File: src/rtl/uart_tx_arbiter.sv
// rtl/uart_tx_arbiter.sv - round-robin byte arbiter in front of uart_send; optional frame lock via UART_ARB_LOCK_EN
module uart_tx_arbiter #(
  parameter int NUM_REQ      = 3,
  parameter int BUSY_TIMEOUT = 64
) (
  input  logic                 sys_clk,
  input  logic                 sys_rst,
  input  logic [NUM_REQ-1:0]   req_valid,
  input  logic [8*NUM_REQ-1:0] req_data,
  input  logic [NUM_REQ-1:0]   req_lock,
  output logic [NUM_REQ-1:0]   req_ready,
  output logic                 uart_en,
  output logic [7:0]           uart_din,
  input  logic                 uart_tx_busy,
  output logic [2:0]           grant_id,
  output logic                 tx_err
);

  localparam int              CNT_W    = (BUSY_TIMEOUT > 2) ? $clog2(BUSY_TIMEOUT) : 1;
  localparam logic [CNT_W-1:0] CNT_LAST = CNT_W'(BUSY_TIMEOUT - 1);
  localparam logic [3:0]      NREQ     = 4'(NUM_REQ);

  typedef enum logic [1:0] {
    IDLE      = 2'd0,
    LAUNCH    = 2'd1,
    WAIT_BUSY = 2'd2,
    WAIT_DONE = 2'd3
  } state_t;

  state_t             state, state_d;
  logic [2:0]         ptr, ptr_d;
  logic [CNT_W-1:0]   cnt, cnt_d;
  logic               err_d;
  logic [7:0]         din_d;
  logic [2:0]         gid_d;
  logic [NUM_REQ-1:0] ready_d;
  logic [2:0]         start;
  logic [2:0]         idx;
  logic [2:0]         win;
  logic               found;

`ifdef UART_ARB_LOCK_EN
  logic lock_q, lock_d;
`else
  wire unused_lock = ^req_lock;
`endif

  // (a + b) mod NUM_REQ; both operands are already below NUM_REQ so one subtract suffices
  function automatic logic [2:0] add_mod(input logic [2:0] a, input logic [2:0] b);
    logic [3:0] s;
    s = {1'b0, a} + {1'b0, b};
    if (s >= NREQ) s = s - NREQ;
    return s[2:0];
  endfunction

  function automatic logic bit_at(input logic [NUM_REQ-1:0] v, input logic [2:0] i);
    logic r;
    r = 1'b0;
    for (int k = 0; k < NUM_REQ; k++) begin
      if (3'(k) == i) r = v[k];
    end
    return r;
  endfunction

  function automatic logic [7:0] byte_at(input logic [8*NUM_REQ-1:0] d, input logic [2:0] i);
    logic [7:0] r;
    r = 8'h00;
    for (int k = 0; k < NUM_REQ; k++) begin
      if (3'(k) == i) r = d[8*k +: 8];
    end
    return r;
  endfunction

  // State, pointer, timeout counter and all registered outputs
  always_ff @(posedge sys_clk) begin
    if (sys_rst) begin
      state     <= IDLE;
      ptr       <= 3'd0;
      cnt       <= '0;
      tx_err    <= 1'b0;
      uart_din  <= 8'h00;
      grant_id  <= 3'd0;
      req_ready <= '0;
`ifdef UART_ARB_LOCK_EN
      lock_q    <= 1'b0;
`endif
    end else begin
      state     <= state_d;
      ptr       <= ptr_d;
      cnt       <= cnt_d;
      tx_err    <= err_d;
      uart_din  <= din_d;
      grant_id  <= gid_d;
      req_ready <= ready_d;
`ifdef UART_ARB_LOCK_EN
      lock_q    <= lock_d;
`endif
    end
  end

  // Arbitration search, launch pulse, busy tracking and pointer update
  always_comb begin
    state_d = state;
    ptr_d   = ptr;
    cnt_d   = cnt;
    err_d   = tx_err;
    din_d   = uart_din;
    gid_d   = grant_id;
    ready_d = '0;
    uart_en = 1'b0;
    start   = ptr;
    idx     = 3'd0;
    win     = 3'd0;
    found   = 1'b0;
`ifdef UART_ARB_LOCK_EN
    lock_d  = lock_q;
`endif
    unique case (state)
      IDLE: begin
`ifdef UART_ARB_LOCK_EN
        // A held lock whose owner has nothing to send falls back to plain round-robin
        if (lock_q && !bit_at(req_valid, ptr)) begin
          start  = add_mod(ptr, 3'd1);
          ptr_d  = start;
          lock_d = 1'b0;
        end
`endif
        for (int k = 0; k < NUM_REQ; k++) begin
          idx = add_mod(start, 3'(k));
          if (!found && bit_at(req_valid, idx)) begin
            found = 1'b1;
            win   = idx;
          end
        end
        if (found) begin
          din_d = byte_at(req_data, win);
          gid_d = win;
          for (int k = 0; k < NUM_REQ; k++) begin
            ready_d[k] = (3'(k) == win);
          end
          state_d = LAUNCH;
`ifdef UART_ARB_LOCK_EN
          lock_d  = 1'b0;
`endif
        end
      end
      LAUNCH: begin
        uart_en = 1'b1;
        cnt_d   = '0;
        state_d = WAIT_BUSY;
      end
      WAIT_BUSY: begin
        if (uart_tx_busy) begin
          state_d = WAIT_DONE;
        end else if (cnt == CNT_LAST) begin
          err_d   = 1'b1;
          state_d = IDLE;
          ptr_d   = add_mod(grant_id, 3'd1);
        end else begin
          cnt_d = cnt + 1'b1;
        end
      end
      WAIT_DONE: begin
        if (!uart_tx_busy) begin
          state_d = IDLE;
          ptr_d   = add_mod(grant_id, 3'd1);
`ifdef UART_ARB_LOCK_EN
          if (bit_at(req_lock, grant_id)) begin
            ptr_d  = grant_id;
            lock_d = 1'b1;
          end
`endif
        end
      end
      default: state_d = IDLE;
    endcase
  end

endmodule

File: config.mk
export PLATFORM = sky130hd
export DESIGN_NAME = uart_tx_arbiter
export DESIGN_NICKNAME = d
export VERILOG_FILES = /design/src/rtl/uart_tx_arbiter.sv
export SDC_FILE = /design/constraint.sdc
export NUM_CORES = 1
export LEC_CHECK = 0
export ABC_AREA = 0
export CORE_UTILIZATION = 48
export DETAILED_ROUTE_END_ITERATION = 8
export HOLD_SLACK_MARGIN = 0.15
export PLACE_DENSITY = 0.77
export SETUP_SLACK_MARGIN = 0.2
export SLEW_MARGIN = 15
export SYNTH_ARGS = -nofsm -noshare
export SYNTH_HDL_FRONTEND = slang
export SYNTH_SLANG_ARGS = --single-unit
File: constraint.sdc
create_clock -name sys_clk -period 4 [get_ports sys_clk]
set_clock_uncertainty 0.15 [all_clocks]
set_input_delay 0.8 -clock sys_clk [delete_from_list [all_inputs] [get_ports sys_clk]]
set_output_delay 0.8 -clock sys_clk [all_outputs]
set_load 0.005 [all_outputs]
==> qor.yml <==
status:
  outcome: "completed"
die:
  die_h_um: 61.9
  start_util: 0.508
  dieWidth_um: 61.9
  io_pins: 49
  design.die.area_sq_um: 3830
  core.rowCount: 21
  coreArea_sq_um: 3390
timing:
  hold_viol: 0
  slew_viol_final: 0
  setup_viol: 0
  fin_crit_sh: 0.843
  finalSetupTns_ns: 0
  period_minus_slack_ns: 3.37
  grt_setup_unrepaired: "no"
  worst_pin_slew_ns: 0.849
  max-slew-margin-rel: 0.432
  fmax_ghz: 0.297
placement:
  gp_congestion: 0.863
  hpwlAfterDp_mm: 2.71
  port_buffers: 45
power:
  power.density_nw_per_um2: 361
  power.switching_mw: 0.270
  vdd_drop_max_uv: 195
  p_sw_frac: 0.332
  power.total_mw: 0.812
  internal-power_mw: 0.542
  power_frac_comb: 0.438
  power_frac_clock: 0.160
  seq_power_share: 0.403
  power.leakage_nw: 0.927
synthesis:
  synth-xor-area-share: 0.0305
  synth_top_area_frac: 0.302
  syn_nets: 250
  ys_seq_elements: 26
  synthArstFlopShare: 0
  seq_area_frac_synth: 0.302
  synth_mux_area_frac: 0.0640
  avgSynthCellArea_sq_um: 8.32
  synth_top_family_by_area: "simple AND/OR/NAND/NOR gates"
  synth.top_cells.by_area: "dfxtp_1 30%, ha_1 7.3%, nor2_1 6.8%"
  synthCells: 207
  synth_flop_cell: "dfxtp_1"
  synth_common_cells: "31 x nor2_1, 26 x dfxtp_1, 15 x inv_1"
  post-synth-top-area-cell: "dfxtp_1"
  syn_area_sq_um: 1720
  yosysWarnings: 0
  synth_cell_types: 47
  synth.most_common_cell: "nor2_1"
  synth_edf_count: 0
  synthSimpleGateAreaFrac: 0.238
  yosys.area_share.adder: 0.0727
  synth-compound-area-share: 0.238
grt:
  grt_pass1_vias: 1363
  antenna_found_initial: 0
  grt_pass1_wl_mm: 5.91
  overflow: 0
  grt_max_degree: 27
  globalRouteTotalUtil: 0.206
setup_path:
  critPathCaptureType: "register"
  critical_path_class: "register to register"
  worst_ep_required_time_ns: 4.06
  start_kind: "register"
  crit_arrival_ns: 3.43
  worstPathMaxFanout: 18
clock_network:
  cts_root_buf: "clkbuf_4"
  cts_setup_buffers: 0
  insertion_delay_ns: 0.32
  cts.reportedPaths.clkPinSlew_ns: 0.13
  cts-buffers-inserted: 3
  cts-htree-levels: 1
  ctsHoldBuffers: 0
  cts_tree: "yes"
  max-clock-path-buffers: 2
  clock_sinks: 26
  ctsResizeCount: 0
final_layout:
  drive_gt1_frac: 0.0635
  num_antenna_cells: 0
  final_nets: 296
  syn_to_final_growth_pct: 30.7
  fillers: 307
routing:
  wl_per_cell_um: 12.1
  drc_errors: 0
  antenna_left: 0
  wl_mm: 3.60
  routed_via_density: 5.41
  drt_pass1_iterations: 4
  via_count: 1612
  drt_iter0_drc: 59
hold_path:
  min_path_type: "register to register"
flow_run:
  cap_viol_max_count: 0
area by class of cell:
type | instances | area, sq um | share of cell area
multi-input cells | 159 | 1110 | 0.492
repair buffers | 48 | 473 | 0.210
flip-flops and latches | 26 | 520 | 0.231
inverters | 15 | 56.3 | 0.0250
well taps | 46 | 57.6 | 0.0256
clock buffers | 4 | 36.3 | 0.0161
power groups by stage:
stage          Clock (mW)  Sequential (mW)  Combinational [mW]
5_1_grt             0.146            0.333               0.397
4_1_cts             0.135            0.327               0.358
3_3_place_gp            0            0.331               0.352
2_1_floorplan           0            0.330               0.217
6_report            0.130            0.327               0.355
3_5_place_dp            0            0.333               0.356
worst paths after layout:
kind                  startpoint                       end  slack (ns)  cells past startpoint
max          ptr[0]$_SDFFE_PP0P_  uart_din[1]$_SDFFE_PP0N_        0.63                     10
min          tx_err$_SDFFE_PP0P_       tx_err$_SDFFE_PP0P_        0.34                      2
max reg2reg  ptr[0]$_SDFFE_PP0P_  uart_din[1]$_SDFFE_PP0N_        0.63                     10
min reg2reg  tx_err$_SDFFE_PP0P_       tx_err$_SDFFE_PP0P_        0.34                      2
routing by layer:
layer | up-vias | global-route usage | routed length [um]
li1 | 846 | - | -
met1 | 712 | 0.263 | 1750
met2 | 48 | 0.341 | 1570
met3 | 6 | 0.0725 | 221
met4 | 0 | 0.0317 | 56
met5 | - | 0 | 0
state kept, by name, indices dropped and copies added, names as in the netlist:
signal,flops
cnt,6
grant_id,3
ptr,3
req_ready,3
state,2
tx_err,1
uart_din,8
per-stage QoR:
stage / utilization / cell area, sq um / worst slack [ns] / instances / hold WS (ns)
final: 0.664 / 2250 / 0.629 / 298 / 0.342
after detailed placement: 0.653 / 2210 / 0.479 / 294 / 0.312
after CTS: 0.664 / 2250 / 0.602 / 298 / 0.351
after global placement: 0.653 / 2210 / 0.503 / 294 / 0.307
after floorplan: - / 1720 / 1.00 / 207 / 0.310
after global routing: 0.664 / 2250 / 0.324 / 298 / 0.384
cells by family (layout without fill, tap and decap cells):
logic type               after synthesis  in the layout
AO/OA/AOI/OAI                         53             53
flip-flops                            26             26
multiplexers                          11             11
AND/OR/NAND/NOR                       79             79
XOR/XNOR                               6              6
buffers and inverters                 22             67
adder cells (fa/ha/maj)               10             10
critical path, cell delays in order (launching register included):
cell      delay (ns)
dfxtp_1         0.53
ha_1            0.31
ha_1            0.22
a211oi_1        0.29
mux2i_1         0.45
o211ai_2        0.22
and3_4          0.22
a311oi_4        0.24
buf_4           0.27
mux2i_1         0.23
o221ai_1        0.13
cell usage in the layout, fill, tap and decap left out, types with 3 or more instances in the layout:
master / netlist / final
a21oi_1: 11 / 11
a2bb2oi_1: 6 / 6
nor2_1: 31 / 31
o21ai_0: 8 / 8
xor2_1: 4 / 4
nor3b_1: 3 / 3
a311oi_1: 6 / 6
a211oi_1: 5 / 5
nand2b_1: 7 / 7
buf_4: 0 / 3
clkbuf_4: 0 / 3
mux2i_1: 11 / 11
ha_1: 10 / 10
nand3_1: 8 / 8
inv_1: 15 / 15
nand2_1: 11 / 11
clkdlybuf4s50_1: 0 / 45
dfxtp_1: 26 / 26
nor3_1: 3 / 3
Note: power is estimated with default switching activity, not from simulation.
